**src/rtl/enigma_key_seq_pkg.sv**
```systemverilog
// Shared types and constants for the Enigma keystroke sequencer.
// Stage codes select which substitution the shared datapath performs.
package enigma_key_seq_pkg;

  localparam int LETTER_W    = 5;
  localparam int NUM_LETTERS = 26;
  localparam int NOTCH1_DEF  = 17;
  localparam int NOTCH2_DEF  = 5;

  typedef logic [LETTER_W-1:0] letter_t;

  typedef enum logic [2:0] {
    ST_IDLE  = 3'd0,
    ST_STEP  = 3'd1,
    ST_ISSUE = 3'd2,
    ST_WAIT  = 3'd3,
    ST_DONE  = 3'd4
  } state_e;

  localparam logic [2:0] STG_R1_FWD = 3'd0;
  localparam logic [2:0] STG_R2_FWD = 3'd1;
  localparam logic [2:0] STG_R3_FWD = 3'd2;
  localparam logic [2:0] STG_REFL   = 3'd3;
  localparam logic [2:0] STG_R3_INV = 3'd4;
  localparam logic [2:0] STG_R2_INV = 3'd5;
  localparam logic [2:0] STG_R1_INV = 3'd6;

  function automatic logic is_legal(input letter_t l);
    return (l != '0) && (l <= letter_t'(NUM_LETTERS));
  endfunction

  function automatic letter_t step_pos(input letter_t p);
    return (p == letter_t'(NUM_LETTERS)) ? letter_t'(1) : p + letter_t'(1);
  endfunction

endpackage

```
**src/rtl/enigma_key_seq_odometer.sv**
```systemverilog
// Rotor position odometer: load, single step with double-step anomaly, 26->1 wrap.
// The *_nxt outputs expose the positions that will be visible next cycle.
module enigma_odometer
  import enigma_key_seq_pkg::*;
#(
  parameter int NOTCH1 = NOTCH1_DEF,
  parameter int NOTCH2 = NOTCH2_DEF
) (
  input  logic                clk,
  input  logic                rst_n,
  input  logic                load_en,
  input  logic                step_en,
  input  logic [LETTER_W-1:0] pos1_in,
  input  logic [LETTER_W-1:0] pos2_in,
  input  logic [LETTER_W-1:0] pos3_in,
  output logic [LETTER_W-1:0] pos1,
  output logic [LETTER_W-1:0] pos2,
  output logic [LETTER_W-1:0] pos3,
  output logic [LETTER_W-1:0] pos1_nxt,
  output logic [LETTER_W-1:0] pos2_nxt,
  output logic [LETTER_W-1:0] pos3_nxt
);

  localparam letter_t N1 = letter_t'(NOTCH1);
  localparam letter_t N2 = letter_t'(NOTCH2);

  letter_t pos1_q, pos2_q, pos3_q;
  letter_t pos1_d, pos2_d, pos3_d;

  always_comb begin
    pos1_d = pos1_q;
    pos2_d = pos2_q;
    pos3_d = pos3_q;
    if (load_en) begin
      // Out-of-range start positions fall back to 1 so a position is never 0.
      pos1_d = is_legal(pos1_in) ? pos1_in : letter_t'(1);
      pos2_d = is_legal(pos2_in) ? pos2_in : letter_t'(1);
      pos3_d = is_legal(pos3_in) ? pos3_in : letter_t'(1);
    end else if (step_en) begin
      pos1_d = step_pos(pos1_q);
      if ((pos1_q == N1) || (pos2_q == N2)) pos2_d = step_pos(pos2_q);
      if (pos2_q == N2) pos3_d = step_pos(pos3_q);
    end
  end

  always_ff @(posedge clk) begin
    if (!rst_n) begin
      pos1_q <= letter_t'(1);
      pos2_q <= letter_t'(1);
      pos3_q <= letter_t'(1);
    end else begin
      pos1_q <= pos1_d;
      pos2_q <= pos2_d;
      pos3_q <= pos3_d;
    end
  end

  assign pos1     = pos1_q;
  assign pos2     = pos2_q;
  assign pos3     = pos3_q;
  assign pos1_nxt = pos1_d;
  assign pos2_nxt = pos2_d;
  assign pos3_nxt = pos3_d;

endmodule

```
**src/rtl/enigma_key_seq.sv**
```systemverilog
// Enigma keystroke sequencer: steps rotors, then walks seven substitution stages
// through a shared datapath; one key in flight, 16-cycle legal-key latency.
module enigma_key_seq
  import enigma_key_seq_pkg::*;
#(
  parameter int NOTCH1 = NOTCH1_DEF,
  parameter int NOTCH2 = NOTCH2_DEF
) (
  input  logic                clk,
  input  logic                rst_n,
  input  logic                key_valid,
  input  logic [LETTER_W-1:0] key_in,
  output logic                key_ready,
  input  logic                mode,
  input  logic                pos_load,
  input  logic [LETTER_W-1:0] pos1_in,
  input  logic [LETTER_W-1:0] pos2_in,
  input  logic [LETTER_W-1:0] pos3_in,
  output logic [2:0]          sub_sel,
  output logic [LETTER_W-1:0] sub_in,
  output logic [LETTER_W-1:0] sub_off,
  output logic                sub_strobe,
  input  logic [LETTER_W-1:0] sub_out,
  output logic                out_valid,
  output logic [LETTER_W-1:0] out_letter,
  input  logic                out_ready,
  output logic                err,
  output logic [LETTER_W-1:0] pos1,
  output logic [LETTER_W-1:0] pos2,
  output logic [LETTER_W-1:0] pos3,
  output logic [5:0]          key_cnt
);

  state_e     state_q, state_d;
  logic [2:0] stage_q, stage_d;
  letter_t    letter_q, letter_d;
  logic       fault_q, fault_d;
  logic       err_q, err_d;
  logic [5:0] key_cnt_q, key_cnt_d;
  letter_t    out_letter_q, out_letter_d;
  logic [2:0] sub_sel_q, sub_sel_d;
  letter_t    sub_in_q, sub_in_d;
  letter_t    sub_off_q, sub_off_d;

  letter_t    pos1_nxt, pos2_nxt, pos3_nxt;
  logic       load_en, step_en;

  assign key_ready  = (state_q == ST_IDLE) && !pos_load;
  assign load_en    = (state_q == ST_IDLE) && pos_load;
  assign step_en    = (state_q == ST_STEP) && !mode;
  assign sub_strobe = (state_q == ST_ISSUE);
  assign out_valid  = (state_q == ST_DONE);

  enigma_odometer #(
    .NOTCH1 (NOTCH1),
    .NOTCH2 (NOTCH2)
  ) u_odometer (
    .clk      (clk),
    .rst_n    (rst_n),
    .load_en  (load_en),
    .step_en  (step_en),
    .pos1_in  (pos1_in),
    .pos2_in  (pos2_in),
    .pos3_in  (pos3_in),
    .pos1     (pos1),
    .pos2     (pos2),
    .pos3     (pos3),
    .pos1_nxt (pos1_nxt),
    .pos2_nxt (pos2_nxt),
    .pos3_nxt (pos3_nxt)
  );

  // Offsets use next-cycle positions so the STEP->ISSUE edge sees post-step values.
  function automatic letter_t stage_off(input logic [2:0] stg, input letter_t p1,
                                        input letter_t p2, input letter_t p3);
    case (stg)
      STG_R1_FWD, STG_R1_INV: return p1;
      STG_R2_FWD, STG_R2_INV: return p2;
      STG_R3_FWD, STG_R3_INV: return p3;
      default:                return '0;
    endcase
  endfunction

  always_comb begin
    state_d      = state_q;
    stage_d      = stage_q;
    letter_d     = letter_q;
    fault_d      = fault_q;
    err_d        = err_q;
    key_cnt_d    = key_cnt_q;
    out_letter_d = out_letter_q;
    sub_sel_d    = sub_sel_q;
    sub_in_d     = sub_in_q;
    sub_off_d    = sub_off_q;

    case (state_q)
      ST_IDLE: begin
        if (key_valid && key_ready) begin
          key_cnt_d = key_cnt_q + 6'd1;
          letter_d  = key_in;
          fault_d   = 1'b0;
          if (is_legal(key_in)) begin
            state_d = ST_STEP;
          end else begin
            state_d      = ST_DONE;
            out_letter_d = '0;
          end
        end
      end
      ST_STEP: begin
        state_d   = ST_ISSUE;
        stage_d   = STG_R1_FWD;
        sub_sel_d = STG_R1_FWD;
        sub_in_d  = letter_q;
        sub_off_d = stage_off(STG_R1_FWD, pos1_nxt, pos2_nxt, pos3_nxt);
      end
      ST_ISSUE: state_d = ST_WAIT;
      ST_WAIT: begin
        letter_d = sub_out;
        if (sub_out == '0) begin
          fault_d = 1'b1;
          err_d   = 1'b1;
        end
        if (stage_q != STG_R1_INV) begin
          state_d   = ST_ISSUE;
          stage_d   = stage_q + 3'd1;
          sub_sel_d = stage_d;
          sub_in_d  = sub_out;
          sub_off_d = stage_off(stage_d, pos1_nxt, pos2_nxt, pos3_nxt);
        end else begin
          state_d      = ST_DONE;
          out_letter_d = fault_d ? letter_t'(0) : sub_out;
        end
      end
      ST_DONE: begin
        if (out_ready) state_d = ST_IDLE;
      end
      default: state_d = ST_IDLE;
    endcase
  end

  always_ff @(posedge clk) begin
    if (!rst_n) begin
      state_q      <= ST_IDLE;
      stage_q      <= STG_R1_FWD;
      letter_q     <= '0;
      fault_q      <= 1'b0;
      err_q        <= 1'b0;
      key_cnt_q    <= '0;
      out_letter_q <= '0;
      sub_sel_q    <= '0;
      sub_in_q     <= '0;
      sub_off_q    <= '0;
    end else begin
      state_q      <= state_d;
      stage_q      <= stage_d;
      letter_q     <= letter_d;
      fault_q      <= fault_d;
      err_q        <= err_d;
      key_cnt_q    <= key_cnt_d;
      out_letter_q <= out_letter_d;
      sub_sel_q    <= sub_sel_d;
      sub_in_q     <= sub_in_d;
      sub_off_q    <= sub_off_d;
    end
  end

  assign err        = err_q;
  assign key_cnt    = key_cnt_q;
  assign out_letter = out_letter_q;
  assign sub_sel    = sub_sel_q;
  assign sub_in     = sub_in_q;
  assign sub_off    = sub_off_q;

endmodule
```
**config.mk**
```make
export PLATFORM = sky130hd
export DESIGN_NAME = enigma_key_seq
export DESIGN_NICKNAME = d
export VERILOG_FILES = /design/src/rtl/enigma_key_seq_pkg.sv /design/src/rtl/enigma_key_seq_odometer.sv /design/src/rtl/enigma_key_seq.sv
export SDC_FILE = /design/constraint.sdc
export NUM_CORES = 1
export LEC_CHECK = 0
export ABC_AREA = 1
export CAP_MARGIN = 15
export CORE_UTILIZATION = 55
export CTS_BUF_LIST = sky130_fd_sc_hd__clkbuf_4 sky130_fd_sc_hd__clkbuf_8
export DETAILED_ROUTE_END_ITERATION = 8
export PLACE_DENSITY = 0.88
export SYNTH_ARGS = -nofsm -noshare
export SYNTH_HDL_FRONTEND = slang
export SYNTH_SLANG_ARGS = --single-unit
```
**constraint.sdc**
```tcl
create_clock -name clk -period 2.92 [get_ports clk]
set_input_delay 0.584 -clock clk [delete_from_list [all_inputs] [get_ports clk]]
set_output_delay 0.584 -clock clk [all_outputs]
set_load 0.1 [all_outputs]
```
# [Yosys cells after proc, flatten, opt, wreduce, memory -nomap -nowiden]
# Cells that the tools add are included.
[word_totals] regBits=49 output_inout_bits=43 inputBits=31 wordCells=107
[op_classes] muxes=37 n_lt_le_gt_ge=4 add_sub_neg=5 reduce_logical=29 n_eq_ne=20
[ops] cell="$mux W5" n=21
[ops] cell="$pmux W5 S2" n=4
[ops] cell="$eq A5 B5 Y1 const B" n=4
[ops] cell="$le A5 B5 Y1 const B" n=4
[ops] cell="$reduce_bool A5 Y1" n=4
[ops] cell="$add A5 B1 Y5 const B" n=3
[ops] cell="$mux W3" n=5
[ops] cell="$pmux W3 S5" n=1
[ops] cell="$pmux W5 S3" n=1
[ops] cell="$eq A3 B3 Y1 const B" n=4
[ops] cell="$reduce_and A2 Y1" n=5
[ops] cell="$eq A3 B2 Y1 const B" n=3
[ops] cell="$logic_and A1 B1 Y1" n=8
[ops] cell="$add A6 B1 Y6 const B" n=1
[ops] cell="$eq A3 B1 Y1 const B" n=2
[ops] cell="$logic_not A3 Y1" n=2
[ops] cell="$ne A2 B2 Y1 const B" n=3
[ops] cell="$pmux W3 S2" n=1
[ops] cell="$reduce_or A2 Y1" n=3
[ops] cell="$eq A5 B3 Y1 const B" n=1
[ops] cell="$logic_not A5 Y1" n=1
[ops] cell="$ne A2 B1 Y1 const B" n=2
[ops] cell="$reduce_and A4 Y1" n=1
[ops] cell="$reduce_bool A2 Y1" n=2
[ops] cell="6 further kinds" n=9

# [Logic depth before layout (Yosys ltp)]
[logic_depth] ltp_word=8 mapped_depth=15 ltp_nobuf=15

# [Modules after synthesis]
# From an unflattened synthesis, not the netlist that was laid out.
[hier_totals] hier_cells=453 area_unflattened_um2=3106.7
[by_module_without_submodules] module="enigma_key_seq" instances=1 cells_each=250 area_each_um2=1828.0 seq_area_each_um2=680.7
[by_module_without_submodules] module="enigma_odometer" instances=1 cells_each=203 area_each_um2=1278.7 seq_area_each_um2=300.3

# [Worst setup path after synthesis]
# OpenSTA, ideal clock, no wires.
[synth_timing] path_kind="register -> output" startpoint="register state_q[1]" endpoint="output port sub_strobe" n_path_buf=0 setup_slack_ns=-0.187 arrival_ns=2.523 path_stages_with_launch=3 cell_sequence="dfxtp_1 > inv_2 > nor3_1"
[synth_via] elab_chain_len=1
[synth_rtl] element="from (decl)" line="enigma_key_seq.sv:34" rtl="state_e state_q, state_d;"
[synth_rtl] element="from (signal assigned)" line="enigma_key_seq.sv:155" rtl="state_q <= state_d;"
[synth_rtl] element="$eq A3 B2 Y1" line="enigma_key_seq.sv:51" rtl="assign sub_strobe = (state_q == ST_ISSUE);"
[synth_rtl] element="to (decl)" line="enigma_key_seq.sv:22" rtl="output logic sub_strobe,"
# Every way passes these cells.

# [Final worst setup path]
[layout_timing] startpoint="input port pos_load" endpoint="register sub_off_q[3], in the netlist sub_off[3]"
[layout_via] elab_chain_len=5 elab_cells_between_ends=7
[layout_rtl] element="from (decl)" line="enigma_key_seq.sv:15" rtl="input logic pos_load,"
[layout_rtl] element="$logic_and A1 B1 Y1 *" line="enigma_key_seq.sv:49" rtl="assign load_en = (state_q == ST_IDLE) && pos_load;"
[layout_rtl] element="$mux W5" line="enigma_key_seq_odometer.sv:34" rtl="if (load_en) begin"
[layout_rtl] element="$pmux W5 S3" line="enigma_key_seq.sv:76" rtl="case (stg)"
[layout_rtl] element="$mux W5" line="enigma_key_seq.sv:124" rtl="if (stage_q != STG_R1_INV) begin"
[layout_rtl] element="$pmux W5 S2 *" line="enigma_key_seq.sv:96" rtl="case (state_q)"
[layout_rtl] element="to (signal assigned)" line="enigma_key_seq.sv:164" rtl="sub_off_q <= sub_off_d;"
[layout_rtl] element="to (decl)" line="enigma_key_seq.sv:43" rtl="letter_t sub_off_q, sub_off_d;"
# Every way passes the cells marked *; elsewhere a longest branch is shown, timed or not. The select of a mux whose other input is x is not followed.
# A chain may end at the register's enable or synchronous reset.

==> flow_metrics.tcl <==
set metrics [dict create \
    numClockSinks 49 \
    ff2ff_setup_slack_ns 0.91 \
    relSlewSlack_pct 66.63 \
    yosysWarnings 0 \
    htreeDepth 2 \
    dp_cells 591 \
    fin_nets 572 \
    outcome "finished clean" \
    finalWirelength_um 7772 \
    via_count 3266 \
    finalSetupViolCount 0 \
    synth_top_family_by_area "simple AND/OR/NAND/NOR gates" \
    fill_cells 442 \
    syn_avg_cell_area_um2 6.467 \
    cts_tree "done" \
    dpl_cell_area_mm2 0.003642 \
    netlist_area_mm2 0.002949 \
    ys_ff_latch 49 \
    reg2reg_depth 9 \
    die_height_um 75.23 \
    drtIter0Drc 174 \
    finalHoldViolCount 0 \
    port_buffers 73 \
    routabilityCongestion 0.8573 \
    cts_buffer_depth 2 \
    fin_skew_ns 0.004218 \
    dp_hpwl_um 6030 \
    stdcell_area_mm2 0.003729 \
    worstPathArrival_ns 2.27 \
    holdPathEnd "out_letter[2]" \
    place_ws_ns 0.5650 \
    drc 0 \
    required_ns 3.16 \
    die_x_um 75.23 \
    cts-root-buf "clkbuf_8" \
    leakage_nw 1.794 \
    power_density_mw_per_mm2 992.4 \
    regArea_um2 980.9 \
    dr.pass1.iters 5 \
    whs_path_depth 2 \
    r2r-end "sub_off[1]" \
    setup_ws_ns 0.8904 \
    min-delay-start "out_letter[2]" \
    yosysTopAreaCellShare_pct 33.26 \
    ir_drop_uv 639.0 \
    setup_tns_ns 0 \
    wire_per_inst_um 12.97 \
    clock_latency_ns 0.30 \
    drv_cap 0 \
    path_max_fanout 13 \
    start_util_pct 57.38 \
    min_path_type "register to register" \
    yosysSeqAreaShare_pct 33.26 \
    grt_max_degree 29 \
    yosys-mux-area-fraction_pct 0 \
    cts_buffers 5 \
    layout_common_cells "nand2_1, inv_1, dfxtp_1" \
    cp-start-kind "input port" \
    power_switching_mw 2.147 \
    seqPwrFrac_pct 26.8 \
    reg2reg_from "sub_sel[0]" \
    grt_pass1_wl_um 12090 \
    synth_compound_area_share_pct 15.27 \
    postCtsSetupBuffers 0 \
    syn-num-nets 500 \
    grt_usage_pct 28.11 \
    clkTransAtPathRegs_ns 0.09 \
    num_antenna_cells 0 \
    io_pins 74 \
    ys_top_cells_by_area "dfxtp_1, nand2_1, inv_1" \
    synth_simple_gate_area_share_pct 35.38 \
    end_kind "register" \
    grt_overflow_total 0 \
    rsz0062_at_grt "false" \
    total_power_mw 3.700 \
    netlist_instances 456 \
    synth-xor-area-share_pct 0.2970 \
    final.period_utilization_pct 69.51 \
    finish.utilization_pct 72.54 \
    detail-route-antenna-nets 0 \
    internal_power_mw 1.553 \
    row_count 26 \
    design.die.area_mm2 0.005659 \
    finalMaxSlewViolations 0 \
    fin_hold_ws_ns 0.4494 \
    path_class "input port to register" \
    drive_above_1_share_pct 14.37 \
    core_area_mm2 0.005140 \
    final_common_cell "nand2_1" \
    viasPerCell 5.452 \
    pwr-share-clk_pct 10.8 \
    antenna_found_initial 0 \
    cts-hold-fix-buffers 0 \
    multi_input_area_mm2 0.001675 \
    syn2layout_area_growth_pct 26.43 \
    synth_fa_ha_area_share_pct 5.515 \
    finalCriticalPeriod_ns 2.030 \
    fmax_mhz 492.7 \
    netSwitchingFraction_pct 58.03 \
    layout.cells.non_filler 599 \
    pwr-share-comb_pct 62.4 \
    tightest_slew_ns 0.4954 \
    cts_resized 0 \
    yosysTopAreaCell "dfxtp_1" \
    grt_pass1_vias 2782 \
    ys_types 34 \
]
critical path: stages:
cell and delay, ns:
clkdlybuf4s50_1 0.47, inv_1 0.13, nor2_4 0.05, inv_1 0.31, nand2_1 0.13, o21ai_0 0.23, nand2_1 0.09, nand3_1 0.08
nand2_1 0.05, a21oi_1 0.13
synthesized netlist by cell type (all sizes together):
| master | count |
|---|---|
| or3 | 2 |
| nand4 | 8 |
| o21bai | 1 |
| a211oi | 1 |
| o211ai | 3 |
| a31oi | 3 |
| buf | 6 |
| nor3 | 11 |
| o21ai | 35 |
| clkbuf | 5 |
| dfxtp | 49 |
| o31ai | 2 |
| or2 | 1 |
| nand3 | 47 |
| and3 | 1 |
| inv | 64 |
| nand2 | 125 |
| a21oi | 38 |
| nand3b | 1 |
| ha | 13 |
| nor2 | 39 |
| xor2 | 1 |
sequential cells by signal (all words and copies together) (netlist names):
| name | cells |
|---|---|
| sub_in | 5 |
| sub_sel | 3 |
| fault_q | 1 |
| u_odometer.pos3 | 5 |
| err | 1 |
| out_letter | 5 |
| letter_q | 5 |
| key_cnt | 6 |
| sub_off | 5 |
| u_odometer.pos2 | 5 |
| state_q | 3 |
| u_odometer.pos1 | 5 |
metal layers:
metal	vias to the layer above	track usage [%]	wire, um
met5	-	0	0
met4	0	9.465	165
met3	18	5.622	429
met2	121	51.85	3985
met1	1501	32.40	3191
li1	1626	-	-
power by group through the flow:
| stage | clock [mW] | combinational (mW) | sequential (mW) |
|---|---|---|---|
| after detailed placement | 0 | 2.30 | 1.00 |
| after global routing | 0.429 | 2.47 | 1.01 |
| after floorplan | 0 | 0.914 | 1.88 |
| after global placement | 0 | 2.27 | 0.995 |
| final | 0.398 | 2.31 | 0.992 |
| after CTS | 0.404 | 2.31 | 0.989 |
final cells by class:
type,count,share of cell area [%]
multi-input combinational,332,44.93
sequential,49,26.31
timing repair buffer,76,17.65
inverter,64,6.443
tap,70,2.349
clock buffer,6,2.047
clock inverter,2,0.2685
kinds of logic after synthesis:
family	Yosys count
adders and majority gates	13
xor gates and xnor gates	1
DFF	49
buffers and inverters	75
and+or+nand+nor	235
AOI/OAI and AO/OA	83
worst max path at each step:
stage	start	end	slack (ns)	depth (start not counted)
2_1_floorplan	u_odometer.pos2[0]	sub_off[0]	0.56	14
3_3_place_gp	pos_load	sub_off[3]	0.64	10
5_1_grt	pos_load	sub_off[3]	0.72	10
4_1_cts	pos_load	sub_off[3]	0.88	10
6_report	pos_load	sub_off[3]	0.89	10
3_5_place_dp	pos_load	sub_off[3]	0.57	10
Note: power is estimated with default switching activity, not from simulation.
